File: config.mk
export PLATFORM = sky130hd
export DESIGN_NAME = sysw_sink
export DESIGN_NICKNAME = d
export VERILOG_FILES = /design/src/rtl/sysw_sink.sv
export SDC_FILE = /design/constraint.sdc
export NUM_CORES = 1
export LEC_CHECK = 0
export CAP_MARGIN = 20
export CORE_MARGIN = 4
export CORE_UTILIZATION = 28
export CTS_BUF_LIST = sky130_fd_sc_hd__clkbuf_8
export CTS_CLUSTER_DIAMETER = 150
export DETAILED_ROUTE_END_ITERATION = 16
export PLACE_DENSITY = 0.43
export SYNTH_ARGS = -nofsm -noshare
export SYNTH_HDL_FRONTEND = slang
export SYNTH_SLANG_ARGS = --single-unit
File: constraint.sdc
create_clock -name clk -period 11.3 [get_ports clk]
set_input_delay 2.26 -clock clk [delete_from_list [all_inputs] [get_ports clk]]
set_output_delay 2.26 -clock clk [all_outputs]
set_load 0.01 [all_outputs]
File: src/rtl/sysw_sink.sv
// Receives system writes (sysw/syswa/syswl), queues matching {addr, data} pairs in a FIFO
// and drains them over valid/ready; tracks writes lost to overflow.
module sysw_sink #(
    parameter int unsigned DEPTH      = 8,
    parameter logic [31:0] ADDR_MASK  = 32'hFFFFFF00,
    parameter logic [31:0] ADDR_MATCH = 32'h00000000
) (
    input  logic                     clk,
    input  logic                     rst,
    input  logic                     sysw,
    input  logic [31:0]              syswa,
    input  logic [31:0]              syswl,
    output logic                     out_valid,
    input  logic                     out_ready,
    output logic [31:0]              out_addr,
    output logic [31:0]              out_data,
    output logic [$clog2(DEPTH):0]   count,
    output logic                     ovf,
    output logic [15:0]              drop_cnt,
    input  logic                     clr_ovf
);

    localparam int unsigned AW = $clog2(DEPTH);
    localparam int unsigned CW = AW + 1;

    logic [31:0]   mem_addr [DEPTH];
    logic [31:0]   mem_data [DEPTH];
    logic [AW-1:0] rd_ptr;
    logic [AW-1:0] wr_ptr;
    logic [AW-1:0] rd_next;
    logic [AW-1:0] wr_next;
    logic [CW-1:0] count_next;
    logic          accepted;
    logic          full;
    logic          push;
    logic          pop;
    logic          drop;
    logic [31:0]   head_addr;
    logic [31:0]   head_data;

    // Next-state datapath: push/pop/drop decode and the head entry after this edge
    always_comb begin
        accepted   = sysw && ((syswa & ADDR_MASK) == ADDR_MATCH);
        full       = (count == CW'(DEPTH));
        pop        = out_valid && out_ready;
        push       = accepted && (!full || pop);
        drop       = accepted && full && !pop;
        rd_next    = pop  ? rd_ptr + AW'(1) : rd_ptr;
        wr_next    = push ? wr_ptr + AW'(1) : wr_ptr;
        count_next = count + CW'(push) - CW'(pop);
        // New head is the entry being written now when it lands in the head slot
        if (push && (rd_next == wr_ptr)) begin
            head_addr = syswa;
            head_data = syswl;
        end else begin
            head_addr = mem_addr[rd_next];
            head_data = mem_data[rd_next];
        end
    end

    // FIFO storage, intentionally not reset
    always_ff @(posedge clk) begin
        if (push) begin
            mem_addr[wr_ptr] <= syswa;
            mem_data[wr_ptr] <= syswl;
        end
    end

    always_ff @(posedge clk) begin
        if (rst) begin
            rd_ptr    <= '0;
            wr_ptr    <= '0;
            count     <= '0;
            out_valid <= 1'b0;
            out_addr  <= '0;
            out_data  <= '0;
            ovf       <= 1'b0;
            drop_cnt  <= '0;
        end else begin
            rd_ptr    <= rd_next;
            wr_ptr    <= wr_next;
            count     <= count_next;
            out_valid <= (count_next != '0);
            if (count_next != '0) begin
                out_addr <= head_addr;
                out_data <= head_data;
            end
            // A drop coinciding with clr_ovf restarts the tally at one
            if (drop) begin
                ovf      <= 1'b1;
                drop_cnt <= clr_ovf ? 16'd1 :
                            (drop_cnt == 16'hFFFF) ? drop_cnt : drop_cnt + 16'd1;
            end else if (clr_ovf) begin
                ovf      <= 1'b0;
                drop_cnt <= '0;
            end
        end
    end

endmodule

==> results <==
- The flow ran to the end, and the final reports show no timing, DRC or antenna violations.
- The area overhead of the layout relative to synthesis is 20.7%.
- Timing would allow up to 142 MHz.
- The via count of the first global-routing pass is 15.0k.
- The remaining routing DRC violations is 0.
- The effective utilization at floorplan is 0.283.
- The final-report max-slew violation count came to 0.
- The total clock sinks is 604.
- The final estimated routing congestion in global placement is 0.758.
- The register bit count reported by yosys is 604.
- Setup repair after global routing left no endpoint under its margin.
- The nature of the critical path endpoint is a register.
- The number of placed I/O pins is 155.
- The mean number of vias per cell is 4.85.
- In this run the clock root is driven by a clkbuf_8.
- The startpoint type of the worst setup path is an input port.
- The kind of critical path is input port to register.
- Of the total power, the share spent switching nets is 0.309.
- Entering global routing, the biggest net connects 83 pins.
- The share of cells above drive strength 1 is 0.106.
- Yosys mapped a number of flops with a built-in enable equal to 512.
- Global routing finished with a remaining overflow of 0.
- The net count after synthesis is 1,717.
- The distinct cell type count after synthesis is 58.
- The share of total power dissipated in combinational logic is 0.237.
- Counting tap cells, the placed design contains a total of 2,794 instances.
- The normalized max-slew margin is 0.301.
- For this run, the number of standard cells in the final layout without fillers is 2,998.
- The arrival time at the worst endpoint is 7.63 ns.
- The cell count after synthesis came out at 1,639.
- Dividing the detail-routed wire length by the instance count gives 22.8 um.
- The TritonCTS clock tree is done.
- During synthesis, Yosys emitted a total of 0 warnings.
- The final route contains 14.6k vias.
- The worst path meets setup with 4.27 ns of slack.
- Buffers inserted during clock tree synthesis total 105.
- The core box area is 0.0824 sq mm.
- The min-delay analysis places its worst path in the category register to register.
- From left edge to right edge, the die measures 297 um.
- The total net switching power is 0.00182 W.
- The number of buffers on the longest clock path is 3.
- After filler insertion, the fill cell instance count of the layout stands at 7,972.
- The post-detailed-route count of antenna-violating nets is 0.
- Once detailed placement completed, the half-perimeter wirelength came to 36,300 um.
- Input and output buffers added on the ports amount to 154.
- The tool flagged a number of max-cap violations equal to 0.
- The number of endpoints with negative hold slack in the final report came to 0.
- In the layout the commonest cells are edfxtp_1, nand2_1, clkdlybuf4s50_1.
- The internal power of the cells is 0.00406 W.
- The highest ir drop seen on vdd is 111 uV.
- The final clock skew is 0.0245 ns.
- At the end of the flow, the number of nets in the layout was 1,910.
- The clock latency on the worst-skew pair is 0.68 ns.
- At the pin with the least slew margin, the transition time is 1.05 ns.
- The largest single stage delay on the critical path is 0.68 ns.
- The instance area after placement is 0.0262 sq mm.
- The routed design has 68,200 um of wire.
- The global router's overall resource usage is 0.151.
- The most used flip-flop cell after synthesis is edfxtp_1.
- The average instance in the mapped netlist occupies 14.2 sq um.
- The number of hold buffers added after CTS was 0.
- The multi-input combinational cells in the finished layout cover a total of 0.00575 sq mm.
- The total setup buffers inserted after CTS is 0.
- The initial antenna violation count is 9.
- The cell area power density is 209 mW/mm^2.
- The accumulated negative setup slack is 0 ns.
- The number of H-tree levels is 3.
- Setup violations remaining at the end of the flow were counted as 0.
- The library cell used most frequently in the layout, excluding fill and tap cells, is edfxtp_1.
- In this run the worst path has a maximum fanout of 34.
- STA puts the critical path data required time at 11.90 ns.
- The share of total power dissipated in the clock network is 0.318.
- The share of power burned in registers is 0.444.
- The netlist area before placement is 0.0233 sq mm.
- The fraction of the cycle the final worst path needs is 0.622.
- On the critical path, the stage with the largest delay is an instance of nor4b_1.
- For this run, the share of the core covered by cells in the final layout is 0.342.
- The number of standard-cell rows in the floorplan is 105.
- Across the whole layout, storage elements account for 0.0172 sq mm.
- The number of violations reported at the end of detailed-routing iteration 0 is 867.
- The CTS clock-pin slew for the worst setup and hold paths is 0.06 ns.
- Timing analysis after detailed placement gives a worst setup slack of 3.47 ns.
- The die covers 0.0881 sq mm.
- The first-pass GRT wire length is 100,000 um.
- The clock period could shrink to 7.03 ns.
- The leakage power figure is 9.77 nW.
- The die is 297 um tall.
- The post-synthesis async set-or-reset flop share is 0.
- The final non-filler cell area is 0.0282 sq mm.
- The detailed-routing iteration count for the pre-antenna-repair pass is 5.
- Walking the worst path, the cells encountered are clkdlybuf4s50_1, nor4b_1, and3_1, and3_1, inv_2, ha_1, inv_1, ha_1, inv_1, fa_1, or3b_1, a2111oi_2, nor2_1, nor2_4, buf_12, buf_4, a221o_1.
- The post-cts repair resize count is 0.
- The fraction of the yosys area taken by sequential cells is 0.737.
-- cell usage after synthesis (3+ instances only) --
cell type,count,area [sq um]
nor2_1,31,116
a221o_1,39,390
clkbuf_1,61,229
buf_4,5,37.5
or4_1,4,30.0
a32o_1,79,791
and2_1,3,18.8
a31oi_1,14,87.6
and3_1,22,138
edfxtp_1,512,15400
nand2_1,360,1350
nand3b_1,4,30.0
xor2_1,14,123
mux2i_1,80,801
inv_1,9,33.8
a311oi_1,15,131
nor3_1,46,230
nor4_1,5,31.3
xnor2_1,3,26.3
nand3_1,87,435
nor4b_1,3,26.3
a21oi_1,10,50.1
buf_2,24,120
buf_1,8,30.0
o21ai_0,28,140
ha_1,8,100
buf_6,5,56.3
a211oi_1,15,113
dfxtp_1,92,1840
nand4_1,17,106
-- area by class of cell --
type / count / share of cell area
multi-input cells: 922 / 0.204
repair buffers: 189 / 0.0646
well taps: 1070 / 0.0475
diodes: 6 / 0.000533
flip-flops and latches: 604 / 0.611
inverters: 10 / 0.00133
clock buffers: 120 / 0.0586
clock inverters: 77 / 0.0122
-- registers in the layout, summed over array words and instances, names as in the netlist, 3 cells and up --
signal and flops:
mem_addr 256, out_data 32, rd_ptr 3, out_addr 32, mem_data 256, count 4, drop_cnt 16, wr_ptr 3
-- metrics by stage --
| stage | hold WS (ns) | total power, W |
|---|---|---|
| 6_report | 0.450 | 0.00588 |
| 5_1_grt | 0.485 | 0.00621 |
| 4_1_cts | 0.457 | 0.00600 |
| 3_5_place_dp | 0.442 | 0.00409 |
| 3_3_place_gp | 0.443 | 0.00407 |
| 2_1_floorplan | 0.483 | 0.00346 |
-- per-layer routing --
layer	vias up	wire, um	GRT usage
met5	-	41	0
met3	119	3960	0.0383
met1	7358	30900	0.203
li1	6696	-	-
met4	6	1460	0.0405
met2	375	31800	0.245
-- power by group through the flow --
stage / logic [W] / registers, W / clock network [W]
floorplan: 0.000800 / 0.00266 / 0
global placement: 0.00141 / 0.00266 / 0
detailed placement: 0.00143 / 0.00266 / 0
CTS: 0.00144 / 0.00262 / 0.00194
global route: 0.00154 / 0.00262 / 0.00205
finish: 0.00140 / 0.00261 / 0.00187
-- cell families after synthesis --
family | share of synthesized area
adders and majority gates | 0.00515
muxes | 0.0353
DFF | 0.737
buffers and inverters | 0.0219
and+or+nand+nor | 0.113
AOI/OAI and AO/OA | 0.0809
xor gates and xnor gates | 0.00638
-- path summary, 6_finish.rpt --
check	from	end	slack (ns)	depth (start not counted)
setup / recovery	syswa[31]	out_data[15]	4.27	17
hold / removal	out_addr[31]	out_addr[31]	0.45	2
setup reg to reg	out_valid	out_data[15]	6.28	16
hold reg to reg	out_addr[31]	out_addr[31]	0.45	2
-- critical path: cells and delay by family --
family	cells	cell delay, ns
and+or+nand+nor	6	2.08
buffers and inverters	6	1.65
adders and majority gates	3	1.04
AOI/OAI and AO/OA	2	0.57
(Power assumes the default switching activity.)
